==> config.mk <==
export PLATFORM = sky130hd
export DESIGN_NAME = c3_result_collector
export DESIGN_NICKNAME = d
export VERILOG_FILES = /design/src/rtl/c3_result_collector.sv
export SDC_FILE = /design/constraint.sdc
export NUM_CORES = 1
export LEC_CHECK = 0
export ABC_AREA = 1
export CORE_MARGIN = 2
export CORE_UTILIZATION = 39
export DETAILED_ROUTE_END_ITERATION = 6
export PLACE_DENSITY = 0.53
export SYNTH_ARGS = -nofsm -noshare
export SYNTH_HDL_FRONTEND = slang
export SYNTH_SLANG_ARGS = --single-unit
export TNS_END_PERCENT = 30
==> constraint.sdc <==
create_clock -name clk -period 2.6 [get_ports clk]
set_input_delay 0.26 -clock clk [delete_from_list [all_inputs] [get_ports clk]]
set_output_delay 0.26 -clock clk [all_outputs]
set_load 0.03 [all_outputs]
==> src/rtl/c3_result_collector.sv <==
// Purpose : capture KERNEL_NUM inner-product results per pulse, optional ReLU (C3_RELU_EN), tag with map address, queue for output RAM.
// Latency : pulse at edge t -> kernel k captured/pushed at edge t+IP_LATENCY+k; head visible on wr_* the cycle after the push into an empty FIFO.
// Backpressure: wr_valid/wr_ready drain; a full FIFO without a same-cycle pop drops the entry and sets sticky ovf_err.
module c3_result_collector #(
    parameter int KERNEL_NUM = 16,
    parameter int IP_LATENCY = 3,
    parameter int MAP_SIZE   = 100,
    parameter int ADDR_W     = 11,
    parameter int FIFO_DEPTH = 16
) (
    input  logic              clk,
    input  logic              rst_n,
    input  logic              kernel_calculating_pulse,
    input  logic [15:0]       inner_product_out,
    input  logic              wr_ready,
    output logic              wr_valid,
    output logic [ADDR_W-1:0] wr_addr,
    output logic [15:0]       wr_data,
    output logic              frame_done,
    output logic              overlap_err,
    output logic              ovf_err
);

    localparam int KW        = (KERNEL_NUM > 1) ? $clog2(KERNEL_NUM) : 1;
    localparam int PW        = (MAP_SIZE > 1) ? $clog2(MAP_SIZE) : 1;
    localparam int WW        = (IP_LATENCY > 2) ? $clog2(IP_LATENCY - 1) : 1;
    localparam int WAIT_LAST = (IP_LATENCY > 1) ? IP_LATENCY - 2 : 0;
    localparam int PTR_W     = $clog2(FIFO_DEPTH);
    localparam int CNT_W     = PTR_W + 1;
    localparam int ENT_W     = ADDR_W + 16;

    typedef enum logic [1:0] {S_IDLE, S_WAIT, S_CAPTURE} state_t;

    state_t              state;
    logic [WW-1:0]       wcnt;
    logic [KW-1:0]       kcnt;
    logic [PW-1:0]       pos;
    logic [ADDR_W-1:0]   base;      // kcnt*MAP_SIZE, advanced by addition

    logic                push;
    logic                last_k;
    logic [ADDR_W-1:0]   push_addr;
    logic [15:0]         push_data;
    logic [ENT_W-1:0]    push_entry;

    logic [ENT_W-1:0]    mem [FIFO_DEPTH];
    logic [PTR_W-1:0]    rd_ptr;
    logic [PTR_W-1:0]    wr_ptr;
    logic [PTR_W-1:0]    rd_ptr_nxt;
    logic [CNT_W-1:0]    count;
    logic [CNT_W-1:0]    count_nxt;
    logic                full;
    logic                pop;
    logic                push_ok;

    assign push      = (state == S_CAPTURE);
    assign last_k    = (kcnt == KW'(KERNEL_NUM - 1));
    assign push_addr = base + ADDR_W'(pos);

`ifdef C3_RELU_EN
    assign push_data = inner_product_out[15] ? 16'h0000 : inner_product_out;
`else
    assign push_data = inner_product_out;
`endif

    assign push_entry = {push_addr, push_data};
    assign full       = (count == CNT_W'(FIFO_DEPTH));
    assign pop        = wr_valid & wr_ready;
    assign push_ok    = push & (~full | pop);
    assign rd_ptr_nxt = rd_ptr + PTR_W'(1);
    assign count_nxt  = count + CNT_W'(push_ok) - CNT_W'(pop);

    // Burst sequencing: wait out the inner-product latency, then step through kernels and positions
    always_ff @(posedge clk) begin
        if (rst_n) begin
            state       <= S_IDLE;
            wcnt        <= '0;
            kcnt        <= '0;
            pos         <= '0;
            base        <= '0;
            frame_done  <= 1'b0;
            overlap_err <= 1'b0;
        end else begin
            frame_done <= 1'b0;
            if (kernel_calculating_pulse && (state != S_IDLE))
                overlap_err <= 1'b1;
            case (state)
                S_IDLE: begin
                    if (kernel_calculating_pulse) begin
                        wcnt  <= '0;
                        state <= (IP_LATENCY == 1) ? S_CAPTURE : S_WAIT;
                    end
                end
                S_WAIT: begin
                    if (wcnt == WW'(WAIT_LAST))
                        state <= S_CAPTURE;
                    else
                        wcnt <= wcnt + WW'(1);
                end
                S_CAPTURE: begin
                    if (last_k) begin
                        state <= S_IDLE;
                        kcnt  <= '0;
                        base  <= '0;
                        if (pos == PW'(MAP_SIZE - 1)) begin
                            pos        <= '0;
                            frame_done <= 1'b1;
                        end else begin
                            pos <= pos + PW'(1);
                        end
                    end else begin
                        kcnt <= kcnt + KW'(1);
                        base <= base + ADDR_W'(MAP_SIZE);
                    end
                end
                default: state <= S_IDLE;
            endcase
        end
    end

    // FIFO storage; contents need no reset because occupancy gates every read
    always_ff @(posedge clk) begin
        if (push_ok)
            mem[wr_ptr] <= push_entry;
    end

    // FIFO pointers, occupancy, registered head (holds last value when empty) and overflow flag
    always_ff @(posedge clk) begin
        if (rst_n) begin
            rd_ptr   <= '0;
            wr_ptr   <= '0;
            count    <= '0;
            wr_valid <= 1'b0;
            wr_addr  <= '0;
            wr_data  <= '0;
            ovf_err  <= 1'b0;
        end else begin
            if (push_ok)
                wr_ptr <= wr_ptr + PTR_W'(1);
            if (pop)
                rd_ptr <= rd_ptr_nxt;
            count    <= count_nxt;
            wr_valid <= (count_nxt != '0);
            if (push && full && !pop)
                ovf_err <= 1'b1;
            if (pop && (count > CNT_W'(1)))
                {wr_addr, wr_data} <= mem[rd_ptr_nxt];
            else if (push_ok && ((count == '0) || (pop && (count == CNT_W'(1)))))
                {wr_addr, wr_data} <= push_entry;
        end
    end

endmodule

==> flow_results.xml <==
<?xml version="1.0" encoding="UTF-8"?>
<metrics>
  <group name="run_status">
    <metric name="status" unit="">finished clean</metric>
  </group>
  <group name="worst_setup_path">
    <metric name="r2r_cells" unit="">12</metric>
    <metric name="critical_path.reg2reg.startpoint" unit="">count[2]</metric>
    <metric name="critical_path_required" unit="ns">3.08</metric>
    <metric name="cp-start-kind" unit="">register</metric>
    <metric name="timing.critical_path.cells" unit="">inv_1, ha_1, nand4_1, nand2_1, ha_1, inv_1, ha_1, fa_1, a21oi_1, o21bai_1, xor2_1, a31oi_1</metric>
    <metric name="cpLargestDelayFamily" unit="">adder cells</metric>
    <metric name="r2r_end" unit="">wr_valid</metric>
    <metric name="cpPeakStageDelay" unit="ns">0.38</metric>
    <metric name="crit_path_end_kind" unit="">register</metric>
    <metric name="timing.critical_path.mode_cell" unit="">ha_1</metric>
    <metric name="crit_fanout" unit="">3</metric>
    <metric name="path_class" unit="">register to register</metric>
    <metric name="cp.buffers_inverters" unit="">2</metric>
    <metric name="crit_path_top_delay_cell" unit="">fa_1</metric>
    <metric name="worstPathArrival" unit="ns">2.89</metric>
    <metric name="reg2reg_setup_slack" unit="ns">0.19</metric>
  </group>
  <group name="timing">
    <metric name="finalWorstPathRequiredPeriod" unit="ns">2.41</metric>
    <metric name="slew-limit-headroom" unit="%">48.7</metric>
    <metric name="hold_ws" unit="ns">0.213</metric>
    <metric name="layout_worst_path_cycle_share" unit="%">92.6</metric>
    <metric name="timing_max_transition_violations_final" unit="">0</metric>
    <metric name="worst_pin_slew" unit="ns">0.769</metric>
    <metric name="hold_violations" unit="">0</metric>
    <metric name="timing.clock.skew" unit="ns">0.0191</metric>
    <metric name="grt_setup_unrepaired" unit="">false</metric>
    <metric name="fin_setup_tns" unit="ns">0</metric>
    <metric name="setup_viol_count_final" unit="">0</metric>
    <metric name="fmax" unit="MHz">416</metric>
  </group>
  <group name="cts">
    <metric name="count_of_cells_resized_by_post_cts_repair" unit="">0</metric>
    <metric name="cts_tree" unit="">done</metric>
    <metric name="cts_root_buffer" unit="">clkbuf_16</metric>
    <metric name="cts-buffers-inserted" unit="">54</metric>
    <metric name="htree_num_levels" unit="">2</metric>
    <metric name="clkSinkCount" unit="">499</metric>
    <metric name="cts.hold.buffers_added" unit="">0</metric>
    <metric name="clk-insertion-delay-late" unit="ns">0.61</metric>
    <metric name="max-clock-path-buffers" unit="">3</metric>
    <metric name="post-cts-setup-buffers" unit="">0</metric>
    <metric name="path_clk_slew" unit="ns">0.06</metric>
  </group>
  <group name="route">
    <metric name="dr_wl_met3" unit="µm">2180</metric>
    <metric name="ant_nets" unit="">0</metric>
    <metric name="dr.max_layer_used" unit="">met4</metric>
    <metric name="detail_route.first_pass.iterations" unit="">5</metric>
    <metric name="met2_length" unit="µm">26600</metric>
    <metric name="detailedRoute.firstIterationViolations" unit="">983</metric>
    <metric name="route.final.wire_length" unit="µm">54500</metric>
    <metric name="wl_met1" unit="µm">24400</metric>
    <metric name="drcViolationCount" unit="">0</metric>
    <metric name="avgViaCountPerCell" unit="">4.90</metric>
    <metric name="detail_route.wl_per_cell" unit="µm">18.6</metric>
    <metric name="via_count" unit="">14400</metric>
  </group>
  <group name="grt">
    <metric name="grt_usage" unit="%">19.4</metric>
    <metric name="largest_net_degree_at_the_start_of_global_routing" unit="">121</metric>
    <metric name="first_global_vias" unit="">13900</metric>
    <metric name="grt_remaining_overflow" unit="">0</metric>
    <metric name="grt_pass1_wl" unit="µm">83500</metric>
    <metric name="grt_antenna_before_repair" unit="">0</metric>
  </group>
  <group name="floorplanning">
    <metric name="floorplan.initialDensity" unit="%">39.2</metric>
    <metric name="die-width" unit="µm">239</metric>
    <metric name="die_area" unit="mm²">0.0571</metric>
    <metric name="core_area" unit="mm²">0.0549</metric>
    <metric name="chipHeight" unit="µm">239</metric>
    <metric name="io_pins" unit="">51</metric>
    <metric name="placementRows" unit="">86</metric>
  </group>
  <group name="place">
    <metric name="io_buffers" unit="">50</metric>
    <metric name="dp.final_hpwl" unit="µm">31400</metric>
    <metric name="gp_routability_congestion" unit="">0.803</metric>
  </group>
  <group name="power">
    <metric name="power.share.combinational" unit="%">21.0</metric>
    <metric name="irDropWorstVdd" unit="µV">493</metric>
    <metric name="p_seq_share" unit="%">42.8</metric>
    <metric name="switchingPower" unit="mW">6.29</metric>
    <metric name="switching_share" unit="%">29.8</metric>
    <metric name="power_leakage" unit="nW">9.89</metric>
    <metric name="clock_power_share" unit="%">36.2</metric>
    <metric name="fin_total_pwr" unit="mW">21.1</metric>
    <metric name="internal_power" unit="mW">14.8</metric>
    <metric name="power_density" unit="mW/mm²">836</metric>
  </group>
  <group name="yosys">
    <metric name="post_synth_instance_area" unit="mm²">0.0215</metric>
    <metric name="netlist_instances" unit="">2105</metric>
    <metric name="postSynthAreaPerCell" unit="µm²">10.2</metric>
    <metric name="ys_ff_latch" unit="">499</metric>
    <metric name="yosys_warnings" unit="">0</metric>
    <metric name="syn-num-nets" unit="">2147</metric>
    <metric name="synth.distinct_cells" unit="">42</metric>
    <metric name="sequential_area_share_after_synthesis" unit="%">66.5</metric>
  </group>
  <group name="hold_path">
    <metric name="min_path_cells" unit="">2</metric>
    <metric name="holdCritStartpoint" unit="">rst_n</metric>
    <metric name="timing.hold.worst.class" unit="">input port to register</metric>
    <metric name="holdPathEnd" unit="">pos[4]</metric>
  </group>
  <group name="final_layout">
    <metric name="n_fill_cell" unit="">5054</metric>
    <metric name="area_delta_synth_final" unit="%">17.2</metric>
    <metric name="antenna_cells" unit="">0</metric>
    <metric name="nets" unit="">2229</metric>
    <metric name="drive_gt1_share" unit="%">10.5</metric>
  </group>
  <group name="run">
    <metric name="timing.max_cap.violations" unit="">0</metric>
  </group>
</metrics>
[sequential cells by signal, indices dropped and copies added (netlist names)]
| register | count |
|---|---|
| rd_ptr | 4 |
| kcnt | 4 |
| overlap_err | 1 |
| wr_valid | 1 |
| count | 5 |
| pos | 7 |
| wr_ptr | 4 |
| base | 9 |
| state | 2 |
| wr_addr | 11 |
| mem | 432 |
| wr_data | 16 |
| wcnt | 1 |
| frame_done | 1 |
| ovf_err | 1 |
[area by class of cell]
type	count	area, µm²	share of cell area (%)
Clock buffer	68	1420	5.64
Clock inverter	34	334	1.32
Inverter	213	816	3.23
Multi-Input combinational cell	1291	6010	23.8
Sequential cell	499	14300	56.7
Tap cell	704	881	3.49
Timing Repair Buffer	128	1460	5.77
[through the flow]
step                instances  setup WS [ns]  util (%)  instance area [µm²]
finish                   2937          0.194      46.0                25200
global route             2937         0.0455      46.0                25200
CTS                      2937          0.102      46.0                25200
detailed placement       2835         0.0417      42.8                23500
global placement         2835         0.0477      42.8                23500
floorplan                2105         -0.213         -                21500
[how the worst max path moves through the flow]
stage / from / to / slack [ns] / cells after the start
2_1_floorplan: wr_valid / mem[11][0] / -0.21 / 6
3_3_place_gp: wr_ready / wr_valid / 0.05 / 12
3_5_place_dp: wr_ready / wr_valid / 0.04 / 12
4_1_cts: pos[3] / wr_addr[9] / 0.10 / 12
5_1_grt: count[2] / wr_valid / 0.05 / 12
6_report: count[2] / wr_valid / 0.19 / 12
[logic make-up after synthesis]
kind of cell | Yosys count | synth area share (%)
and+or+nand+nor | 1182 | 23.5
adders and majority gates | 22 | 1.31
xor gates and xnor gates | 7 | 0.285
AOI/OAI and AO/OA | 80 | 2.18
buffers and inverters | 315 | 6.27
DFF | 499 | 66.5
[Yosys cell counts, drive strengths merged]
master    n  share of area (%)
nand2   709                 12
nor2    105                2.2
dfxtp    67                6.2
buf      84                2.2
edfxtp  432                 60
nand4     7               0.20
ha       21                1.2
nor4      1              0.029
fa        1              0.093
and2      1              0.029
nor3      6               0.16
a31oi     2              0.058
a21oi    51                1.4
xor2      6               0.24
nand3   340                8.0
o21a      2              0.070
and3      4               0.12
o21bai    3               0.10
xnor2     1              0.041
nand3b    2              0.070
nor3b     3               0.10
o21ai    20               0.46
a211oi    2              0.070
clkbuf   18               0.31
or2       4               0.12
clkinv    1              0.041
inv     212                3.7
[metal layers]
layer / up-vias / global-route usage (%)
met4: 0 / 6.61
met3: 83 / 2.58
li1: 7168 / -
met1: 6876 / 25.6
met5: - / 0
met2: 273 / 33.0
[power by group through the flow]
stage	Clock [mW]	Sequential [mW]	Combinational (mW)
2_1_floorplan	0	9.35	2.80
3_3_place_gp	0	9.20	4.44
5_1_grt	8.08	9.05	4.91
4_1_cts	7.79	9.04	4.48
6_report	7.64	9.04	4.43
3_5_place_dp	0	9.21	4.46
[cell usage in the layout, fill, tap and decap left out, drive strengths merged]
master,netlist,layout
a211oi,2,2
a21oi,51,51
a31oi,2,2
and2,1,1
and3,4,4
buf,84,79
bufinv,0,6
clkbuf,18,68
clkdlybuf4s50,0,49
clkinv,1,25
clkinvlp,0,2
dfxtp,67,67
edfxtp,432,432
fa,1,1
ha,21,21
inv,212,214
nand2,709,709
nand3,340,340
nand3b,2,2
nand4,7,7
nor2,105,105
nor3,6,6
nor3b,3,3
nor4,1,1
o21a,2,2
o21ai,20,20
o21bai,3,3
or2,4,4
xnor2,1,1
xor2,6,6
(Power assumes the default switching activity.)
